### config.mk
export PLATFORM = sky130hd
export DESIGN_NAME = array_dn_mp
export DESIGN_NICKNAME = d
export VERILOG_FILES = /design/src/rtl/array_dn_mp.sv
export SDC_FILE = /design/constraint.sdc
export NUM_CORES = 1
export LEC_CHECK = 0
export CAP_MARGIN = 20
export CORE_ASPECT_RATIO = 0.7
export CORE_MARGIN = 3
export CORE_UTILIZATION = 45
export CTS_BUF_LIST = sky130_fd_sc_hd__clkbuf_4 sky130_fd_sc_hd__clkbuf_8
export DETAILED_ROUTE_END_ITERATION = 10
export PLACE_DENSITY = 0.7
export SETUP_SLACK_MARGIN = 0.05
export SYNTH_ARGS = -nofsm -noshare
export SYNTH_HDL_FRONTEND = slang
export SYNTH_SLANG_ARGS = --single-unit
### constraint.sdc
create_clock -name clk_i -period 2.4 [get_ports clk_i]
set_clock_uncertainty 0.2 [all_clocks]
set_input_delay 0.72 -clock clk_i [delete_from_list [all_inputs] [get_ports clk_i]]
set_output_delay 0.72 -clock clk_i [all_outputs]
set_load 0.01 [all_outputs]
### src/rtl/array_dn_mp.sv
// Multi-read-port register array with segment-masked writes, per-entry valid bits,
// bulk invalidate and optional write-to-read forwarding. Read results are registered.
module array_dn_mp #(
    parameter int unsigned DWTH   = 18,
    parameter int unsigned AWTH   = 3,
    parameter int unsigned DEPTH  = 8,
    parameter int unsigned NRD    = 2,
    parameter int unsigned MWTH   = 2,
    parameter int unsigned BYPASS = 1
) (
    input  logic                  clk_i,
    input  logic                  rst_i,
    input  logic                  wen_i,
    input  logic [AWTH-1:0]       waddr_i,
    input  logic [MWTH-1:0]       wmask_i,
    input  logic [DWTH-1:0]       wdata_i,
    input  logic                  flush_i,
    input  logic [NRD-1:0]        ren_i,
    input  logic [NRD*AWTH-1:0]   raddr_i,
    output logic [NRD*DWTH-1:0]   rdata_o,
    output logic [NRD-1:0]        rvld_o
);

    localparam int unsigned SW = DWTH / MWTH;

    logic [DEPTH-1:0][DWTH-1:0] mem_q, mem_d;
    logic [DEPTH-1:0]           vld_q, vld_d;
    logic [NRD-1:0][DWTH-1:0]   rdata_q, rdata_d;
    logic [NRD-1:0]             rvld_q, rvld_d;

    logic            waddr_ok;
    logic            wr_hit;
    logic [DWTH-1:0] wr_old;
    logic [DWTH-1:0] wr_merged;

    // Write path: merge masked segments over the current entry contents.
    always_comb begin
        waddr_ok  = 32'(waddr_i) < DEPTH;
        wr_hit    = wen_i && waddr_ok && (|wmask_i);
        wr_old    = '0;
        if (waddr_ok) begin
            wr_old = mem_q[waddr_i];
        end
        wr_merged = wr_old;
        for (int s = 0; s < MWTH; s++) begin
            if (wmask_i[s]) begin
                wr_merged[s*SW +: SW] = wdata_i[s*SW +: SW];
            end
        end

        mem_d = mem_q;
        vld_d = flush_i ? '0 : vld_q;
        if (wr_hit) begin
            mem_d[waddr_i] = wr_merged;
            vld_d[waddr_i] = 1'b1;
        end
    end

    // Read path: every port sees pre-edge state unless forwarding applies.
    always_comb begin
        logic [AWTH-1:0] rd_addr;
        rd_addr = '0;
        rdata_d = rdata_q;
        rvld_d  = rvld_q;
        for (int k = 0; k < NRD; k++) begin
            rd_addr = raddr_i[k*AWTH +: AWTH];
            if (ren_i[k]) begin
                if (32'(rd_addr) >= DEPTH) begin
                    rdata_d[k] = '0;
                    rvld_d[k]  = 1'b0;
                end else if ((BYPASS != 0) && wr_hit && (waddr_i == rd_addr)) begin
                    rdata_d[k] = wr_merged;
                    rvld_d[k]  = 1'b1;
                end else begin
                    rdata_d[k] = mem_q[rd_addr];
                    rvld_d[k]  = vld_q[rd_addr];
                end
            end
        end
    end

    always_ff @(posedge clk_i or negedge rst_i) begin
        if (!rst_i) begin
            mem_q   <= '0;
            vld_q   <= '0;
            rdata_q <= '0;
            rvld_q  <= '0;
        end else begin
            mem_q   <= mem_d;
            vld_q   <= vld_d;
            rdata_q <= rdata_d;
            rvld_q  <= rvld_d;
        end
    end

    assign rdata_o = rdata_q;
    assign rvld_o  = rvld_q;

endmodule

======== Word-level counts from Yosys, hierarchy flattened ========
Cells that the tools add are included.
word-level totals
  flip-flop bits (word level) ............. 190
  input port bits ......................... 35
  output and inout bits ................... 38
  word-level logic and storage cells ...... 48
cells by class
  magnitude comparators ................... 4
  eq/ne operators ......................... 2
  mux-type cells .......................... 23
  bitwise gates (word level) .............. 1
  reduce and logical (&&, ||, !) cells .... 5
operators by type and width
  cell                                                                    count
  18-bit binary-select mux with 3-bit select                              3
  144-bit bitwise mux                                                     1
  18-bit two-way mux                                                      6
  18-bit demux with 3-bit select                                          1
  9-bit two-way mux                                                       2
  8-bit two-way mux                                                       2
  3-bit by 4-bit < comparator with 1-bit output (second input constant)   3
  8-bit OR                                                                1
  1-bit binary-select mux with 3-bit select                               2
  3-bit == test                                                           2
  1-bit two-way mux                                                       5
  1-bit logical AND                                                       4
  1-bit demux with 3-bit select                                           1
  3-bit by 1-bit >= comparator with 1-bit output (second input constant)  1
  2-bit OR reduction                                                      1

======== Depth between registers and ports, before layout ========
Gate-level depths: netlist (run 1).
  depth in word-level cells ............... 6
  mapped depth ............................ 7
  mapped depth without buffers ............ 4

======== Least setup slack after synthesis (run 1) ========
Ideal clock, no wire load.
  kind .................................... input -> register
  from .................................... input port waddr_i[0]
  to ...................................... register rdata_q (netlist bit rdata_o[22])
  library setup time ...................... 0.123 ns
  arrival ................................. 2.024 ns
  data required time ...................... 2.077 ns
  path slack .............................. 0.053 ns
  stages on the path ...................... 6
  buffers on the path ..................... 2
  cells stage by stage .................... buf_6 -> buf_2 -> mux2_2 -> a222oi_1 -> a21oi_1 -> o221a_2
on the way
  word-level cells in the longest chain between the ends .. 4
  elaborated cells on any way between the ends .. 6
  those cells by class .................... eq/ne (1); mux (4); reduce/logical (1)
ends and longest elaborated chain
  what                                        line  RTL
  from (decl)                                 14    input logic [AWTH-1:0] waddr_i,
  18-bit binary-select mux with 3-bit select  42    wr_old = mem_q[waddr_i];
  18-bit two-way mux (implied by the code)    42
  9-bit two-way mux                           46    if (wmask_i[s]) begin
  18-bit two-way mux (*)                      71    end else if ((BYPASS != 0) && wr_hit && (waddr_i == rd_addr)) begin
  to (signal assigned)                        91    rdata_q <= rdata_d;
  to (decl)                                   28    logic [NRD-1:0][DWTH-1:0] rdata_q, rdata_d;
Mark *: on every way between the ends. The rest lies on a longest branch, timed or not. The select of a mux whose other input is x is not followed.
A chain may end at the register's enable or synchronous reset.

======== Worst setup path after layout (run 1) ========
  from .................................... input port raddr_i[3]
  to ...................................... register rdata_q (netlist bit rdata_o[35])
on the way
  word-level cells in the longest chain between the ends .. 3
  elaborated cells on any way between the ends .. 5
  those cells by class .................... eq/ne (1); mux (3); reduce/logical (1)
ends and longest elaborated chain
  what                                                                           line    RTL
  from (decl)                                                                    19      input logic [NRD*AWTH-1:0] raddr_i,
  18-bit binary-select mux with 3-bit select or 3-bit == test (tied branches)    75, 71
  18-bit two-way mux (implied by the code) or 1-bit logical AND (tied branches)  75, 71
  18-bit two-way mux (*)                                                         71
Marked as above.

==> run summary, run 1 <==
Die width -> 191 um
Share of the synthesized area in the top cell type -> 0.441
Ys Warns -> 0
DP Area -> 12,700 um2
Worst path slowest cell -> clkdlybuf4s50_1
Post-synth top flop -> dfrtp_1
Total Wirelength -> 33,100 um
Drt wl/cell -> 23.4 um
Input/output buffers -> 72
All-Layer GR Usage -> 0.264
CTS Buf Count -> 17
Relative slew slack -> 0.731
Post-synthesis sequential area ratio -> 0.441
Router iterations before antenna repair -> 5
Critical path class -> in -> reg
CTS Sinks -> 190
Worst r2r src -> mem_q[55]
Final Util -> 0.572
Layout cells sized above 1 -> 0.299
DIE AREA -> 25,900 um2
Most area-consuming cells after synthesis -> dfrtp_1 44%, mux4_2 16%, o21ai_0 8.0%, mux2_2 5.4%, nand2_1 5.3%
CTS tree -> built
Gr ovfl total -> 0
PD cells -> 771 nW/um2
Critical Path, Cell by Cell -> clkdlybuf4s50_1, xnor2_2, nand3_1, or3_1, buf_4, o221a_2
Min Tclk post-route -> 2.28 ns
Area growth syn-to-layout -> 22.3%
Worst-skew pair later-pin latency -> 0.49 ns
Clk buf depth -> 2
Syn nets -> 982
Avg Vias per Cell -> 6.19
CTS Root Buffer Type -> clkbuf_8
CP bufs+invs -> 2
Design Area, Final -> 13,200 um2
Run status -> completed
Worst Hold Depth -> 2
Via count -> 8,750
Post-route DRC -> 0
Row count -> 46
Critical path launch point type -> input pin
RSZ-0062 raised after global routing -> false
Critical hold path startpoint -> rdata_o[9]
Routed Antenna Nets -> 0
Synth Register Bits -> 190
Slew Viols, Final -> 0
Initial Utilization -> 0.468
Synth area leader -> dfrtp_1
CP required -> 2.58 ns
IO Pins -> 73
Post-Syn Area -> 10,800 um2
Fmax -> 438 MHz
Chip height -> 136 um
Syn Area/Cell -> 11.4 um2
Slew @ Worst Pin -> 0.404 ns
Clock slew at reported path FFs -> 0.09 ns
Max Cap Viol -> 0
Core footprint -> 23,100 um2
Worst vdd ir -> 389 uV
CP max FO -> 9
R2r worst-path depth -> 4
Data arrival, critical path -> 2.46 ns
NumNets Final -> 1,125
Routability cong. -> 0.936
Syn Inst Count -> 947
Leak Pwr -> 5.99 nW
Worst setup EP type -> flop
Worst Setup SP -> raddr_i[3]
N_diodes -> 0
Crit-path max cell delay -> 0.68 ns
Netlist cell types -> 37
Hold Path Class -> reg -> reg
Detail Placement HPWL -> 23,100 um
Pin count of the biggest net entering global routing -> 62
Asr flop ratio synth -> 1.00
Worst R2R End -> mem_q[37]
R2R Setup Slk -> 0.52 ns
Global-route wire length before repair -> 51,800 um
Post-synth EDFFs -> 0
Final hold slack -> 0.327 ns
H-Tree Depth -> 4
Number of global-route vias before repair -> 8,733
Final setup vio count -> 0
Final Hold Viols -> 0
Overall Power -> 10.2 mW
Worst hold path endpoint -> rdata_o[9]
Initial antenna violation count -> 0
Fin crit share -> 0.951
CP top delay family -> buffers and inverters
Drt initial violations -> 837
-- final cells by class --
cell class	instances	area [um2]
multi-input combinational	671	5620
tap	312	390
clock buffer	20	269
sequential	190	4750
timing repair buffer	200	1980
clock inverter	11	155
fill	1931	9880
inverter	10	37.5
-- cells in the final DEF, fill, tap and decap left out, types with 6 or more instances in the layout --
master           netlist  layout
a222oi_1               8       8
nand3_1                6       6
o31ai_4                9       9
nand2b_1              12      12
a22oi_1               28      28
a21o_2                 8       8
o22ai_1               20      20
inv_1                  9       9
dlymetal6s2s_1         0      16
buf_12                 0      24
nand2_1              153     153
nor2b_1               10      10
dlygate4sd2_1          0      24
mux2i_1               50      50
o221a_2                7       7
a21oi_1               18      18
mux2_2                52      52
clkdlybuf4s50_1        0      26
mux2_4                 7       7
clkbuf_8               0      20
o21ai_1                8       9
dfrtp_1              190     190
buf_4                  9     104
mux4_2                76      76
o21ai_0              173     172
-- state kept, by name, summed over array words and instances, names as in the netlist --
register  count
rdata_o      36
vld_q         8
rvld_o        2
mem_q       144
-- routing by layer --
layer | global-route usage | vias up | wire length (um)
li1 | - | 3831 | -
met1 | 0.384 | 4422 | 14500
met2 | 0.398 | 432 | 15000
met3 | 0.0597 | 65 | 2840
met4 | 0.0802 | 0 | 728
met5 | 0 | - | 0
-- through the flow --
| step | std cells | setup TNS [ns] | setup WS [ns] |
|---|---|---|---|
| after floorplan | 947 | 0 | 0.0530 |
| after global placement | 1373 | -63.55 | -0.436 |
| after detailed placement | 1373 | -73.18 | -0.503 |
| after CTS | 1409 | 0 | 0.0505 |
| after global routing | 1414 | 0 | 0.0823 |
| final | 1414 | 0 | 0.117 |
-- cell usage after synthesis, types with 2 or more instances --
master / number
mux2_4: 7
nand2b_1: 12
clkbuf_1: 40
buf_4: 9
mux4_2: 76
mux2_2: 52
dfrtp_1: 190
o31ai_4: 9
a21oi_1: 18
o21ai_1: 8
o21ai_0: 173
a41oi_2: 2
inv_1: 9
buf_2: 22
or3_1: 5
nor2b_1: 10
a21o_2: 8
nand2_1: 153
nor2_1: 3
o22ai_1: 20
a22oi_1: 28
a222oi_1: 8
xnor2_1: 6
nand3_1: 6
mux2i_1: 50
buf_6: 6
o221a_2: 7
-- worst reg2reg max path, stage by stage (launching register included) --
cell	delay, ns
dfrtp_1	0.43
mux2_4	0.27
a222oi_1	0.42
a21o_2	0.29
o21ai_0	0.14
-- worst max path at each step --
stage          slack, ns           to  cells past startpoint
5_1_grt             0.08  rdata_o[28]                      6
3_5_place_dp       -0.50    mem_q[89]                      6
3_3_place_gp       -0.44   mem_q[125]                      6
2_1_floorplan       0.05  rdata_o[22]                      6
4_1_cts             0.05    mem_q[89]                      6
6_report            0.12  rdata_o[35]                      6
-- cell families (layout without fill, tap and decap cells) --
kind of cell	Yosys count	count (layout)	synth area share
mux	186	186	0.270
simple gates	192	192	0.0744
buf+inv	89	241	0.0419
xor+xnor	6	6	0.00487
flops	190	190	0.441
compound gates	284	287	0.168
-- power by group --
| group | total [mW] | internal [mW] | switching, mW | leakage (nW) |
|---|---|---|---|---|
| sequential | 4.74 | 3.96 | 0.787 | 2.42 |
| combinational | 3.11 | 1.75 | 1.37 | 3.35 |
| clock | 2.32 | 1.11 | 1.21 | 0.214 |
-- what timing repair did --
| item | CTS | global route |
|---|---|---|
| endpoints found under the hold margin | 18 | 0 |
| gates cloned | 1 | 2 |
| gates resized for setup | 24 | 18 |
| buffers inserted | 3 | 3 |
| pin swaps | 3 | 7 |
| hold buffers | 1 | 0 |
| endpoints found under the setup margin | 26 | 145 |
(Power assumes the default switching activity.)
==> inputs of run 2 (changes only) <==
SLEW_MARGIN = 0   (was unset)
==> results of run 2 <==
No change in the layout: final DEF, timing and power equal those of run 1.
==> inputs of run 3 (changes only) <==
TNS_END_PERCENT = 30   (was unset)
==> run 3 against run 2 <==
Compared with the run above: critical path depth stayed put; global-route usage hardly changed; first-iteration DRC count is 10% lower; largest power group unchanged.
==> run summary, run 3 (synthesis gave the netlist of run 1 again) <==
R2r worst-path depth -> 4 (unchanged)
Initial Utilization -> 0.468 (unchanged)
Die width -> 191 um (unchanged)
Dpl ws -> -0.503 ns (unchanged)
Area growth syn-to-layout -> 22.8% (was 22.3%)
Overall Power -> 10.2 mW (about the same)
Chip height -> 136 um (unchanged)
Worst r2r src -> mem_q[55] (unchanged)
Final Hold Viols -> 0 (unchanged)
NumNets Final -> 1,124 (was 1,125)
Drt initial violations -> 753 (was 837)
N_diodes -> 0 (unchanged)
CP top delay family -> buffers and inverters (unchanged)
Critical path launch point type -> input pin (unchanged)
Routability cong. -> 0.936 (unchanged)
Core footprint -> 23,100 um2 (unchanged)
CP required -> 2.59 ns (was 2.58 ns)
CTS tree -> built (unchanged)
Global-route wire length before repair -> 51,800 um (about the same)
Critical Path, Cell by Cell -> clkdlybuf4s50_1, xnor2_2, nand3_1, or3_1, buf_4, o221a_2 (unchanged)
Most flops, register -> mem_q (unchanged)
Clock slew at reported path FFs -> 0.09 ns (about the same)
All-Layer GR Usage -> 0.264 (about the same)
Avg Vias per Cell -> 6.20 (was 6.19)
Pin count of the biggest net entering global routing -> 62 (unchanged)
PD cells -> 771 nW/um2 (about the same)
Gr ovfl total -> 0 (unchanged)
Via count -> 8,756 (was 8,750)
Clk buf depth -> 2 (unchanged)
Row count -> 46 (unchanged)
Min Tclk post-route -> 2.26 ns (was 2.28 ns)
Final cell count without fillers -> 1,413 (was 1,414)
CP bufs+invs -> 2 (unchanged)
Worst vdd ir -> 396 uV (was 389 uV)
Slew @ Worst Pin -> 0.428 ns (was 0.404 ns)
Critical path class -> in -> reg (unchanged)
H-Tree Depth -> 4 (unchanged)
PnR worst setup slack -> 0.144 ns (was 0.117 ns)
CTS Buf Count -> 17 (unchanged)
IO Pins -> 73 (unchanged)
Slew Viols, Final -> 0 (unchanged)
Crit-path max cell delay -> 0.67 ns (was 0.68 ns)
Number of global-route vias before repair -> 8,727 (was 8,733)
RSZ-0062 raised after global routing -> false (unchanged)
Drt wl/cell -> 23.5 um (was 23.4 um)
Data arrival, critical path -> 2.44 ns (was 2.46 ns)
Fmax -> 443 MHz (was 438 MHz)
Fin crit share -> 0.940 (was 0.951)
Router iterations before antenna repair -> 5 (unchanged)
Initial antenna violation count -> 0 (unchanged)
Max Cap Viol -> 0 (unchanged)
CP max FO -> 9 (unchanged)
Most common cell after layout, fill and taps aside -> dfrtp_1 (unchanged)
Worst hold path endpoint -> rdata_o[9] (unchanged)
Worst setup EP type -> flop (unchanged)
DP Area -> 12,700 um2 (unchanged)
DIE AREA -> 25,900 um2 (unchanged)
Design Area, Final -> 13,300 um2 (was 13,200 um2)
Hold Path Class -> reg -> reg (unchanged)
Run status -> completed (unchanged)
Max reg flops -> 144 (unchanged)
Final hold slack -> 0.327 ns (about the same)
Detail Placement HPWL -> 23,100 um (unchanged)
Input/output buffers -> 72 (unchanged)
Final Util -> 0.574 (was 0.572)
Critical hold path startpoint -> rdata_o[9] (unchanged)
Commonest non-fill, non-tap cells in the layout -> 190 x dfrtp_1, 172 x o21ai_0, 153 x nand2_1, 104 x buf_4, 76 x mux4_2 (unchanged)
Dpl cells -> 1,373 (unchanged)
Worst R2R End -> mem_q[37] (unchanged)
Worst-skew pair later-pin latency -> 0.50 ns (was 0.49 ns)
CTS Sinks -> 190 (unchanged)
Worst path slowest cell -> clkdlybuf4s50_1 (unchanged)
Layout cells sized above 1 -> 0.299 (about the same)
Final setup vio count -> 0 (unchanged)
TNS Setup -> 0 ns (unchanged)
Total Wirelength -> 33,200 um (was 33,100 um)
Post-route DRC -> 0 (unchanged)
R2R Setup Slk -> 0.48 ns (was 0.52 ns)
Leak Pwr -> 6.16 nW (was 5.99 nW)
Routed Antenna Nets -> 0 (unchanged)
CTS Root Buffer Type -> clkbuf_8 (unchanged)
Worst Hold Depth -> 2 (unchanged)
Relative slew slack -> 0.715 (was 0.731)
-- run 3: cell types whose count changed in the layout (fill, tap and decap cells not counted) --
| cell | previous run | this run |
|---|---|---|
| dlygate4sd2_1 | 24 | 7 |
| dlymetal6s2s_1 | 16 | 33 |
| a21o_1 | 3 | 2 |
-- run 3: cell type report --
| cell class | instances | area, um2 |
|---|---|---|
| Sequential cell | 190 | 4750 |
| Clock buffer | 20 | 269 |
| Fill cell | 1920 | 9830 |
| Clock inverter | 11 | 155 |
| Tap cell | 312 | 390 |
| Inverter | 10 | 37.5 |
| Multi-Input combinational cell | 670 | 5610 |
| Timing Repair Buffer | 200 | 2040 |
-- run 3: how the worst max path moves through the flow --
stage	from	endpoint	cells past startpoint
2_1_floorplan	waddr_i[0]	rdata_o[22]	6
3_3_place_gp	waddr_i[2]	mem_q[125]	6
3_5_place_dp	waddr_i[2]	mem_q[89]	6
4_1_cts	rdata_o[0]	rdata_o[0]	1
5_1_grt	raddr_i[3]	rdata_o[28]	6
6_report	raddr_i[3]	rdata_o[35]	6
-- run 3: layer usage --
metal	track usage	wire, um
met2	0.398	14900
met5	0	0
met4	0.0798	781
met3	0.0597	2800
met1	0.383	14700
-- run 3: worst reg2reg max path, stage by stage, from the launching register on --
cell,delay (ns)
dfrtp_1,0.43
mux2_4,0.27
a222oi_1,0.44
a21o_2,0.29
o21ai_0,0.14
-- run 3: report_power, final --
group / internal [mW] / switching (mW) / leakage [nW]
Clock: 1.11 / 1.23 / 0.214
Sequential: 3.96 / 0.786 / 2.42
Combinational: 1.78 / 1.37 / 3.52
Total: 6.84 / 3.38 / 6.16
-- run 3: repair_timing --
action,4_1_cts,5_1_grt
pin swaps,0,8
gates cloned,0,2
hold buffers,1,0
setup endpoints to repair,26,162
resized for setup,7,35
hold endpoints to repair,18,0
setup buffers,2,4
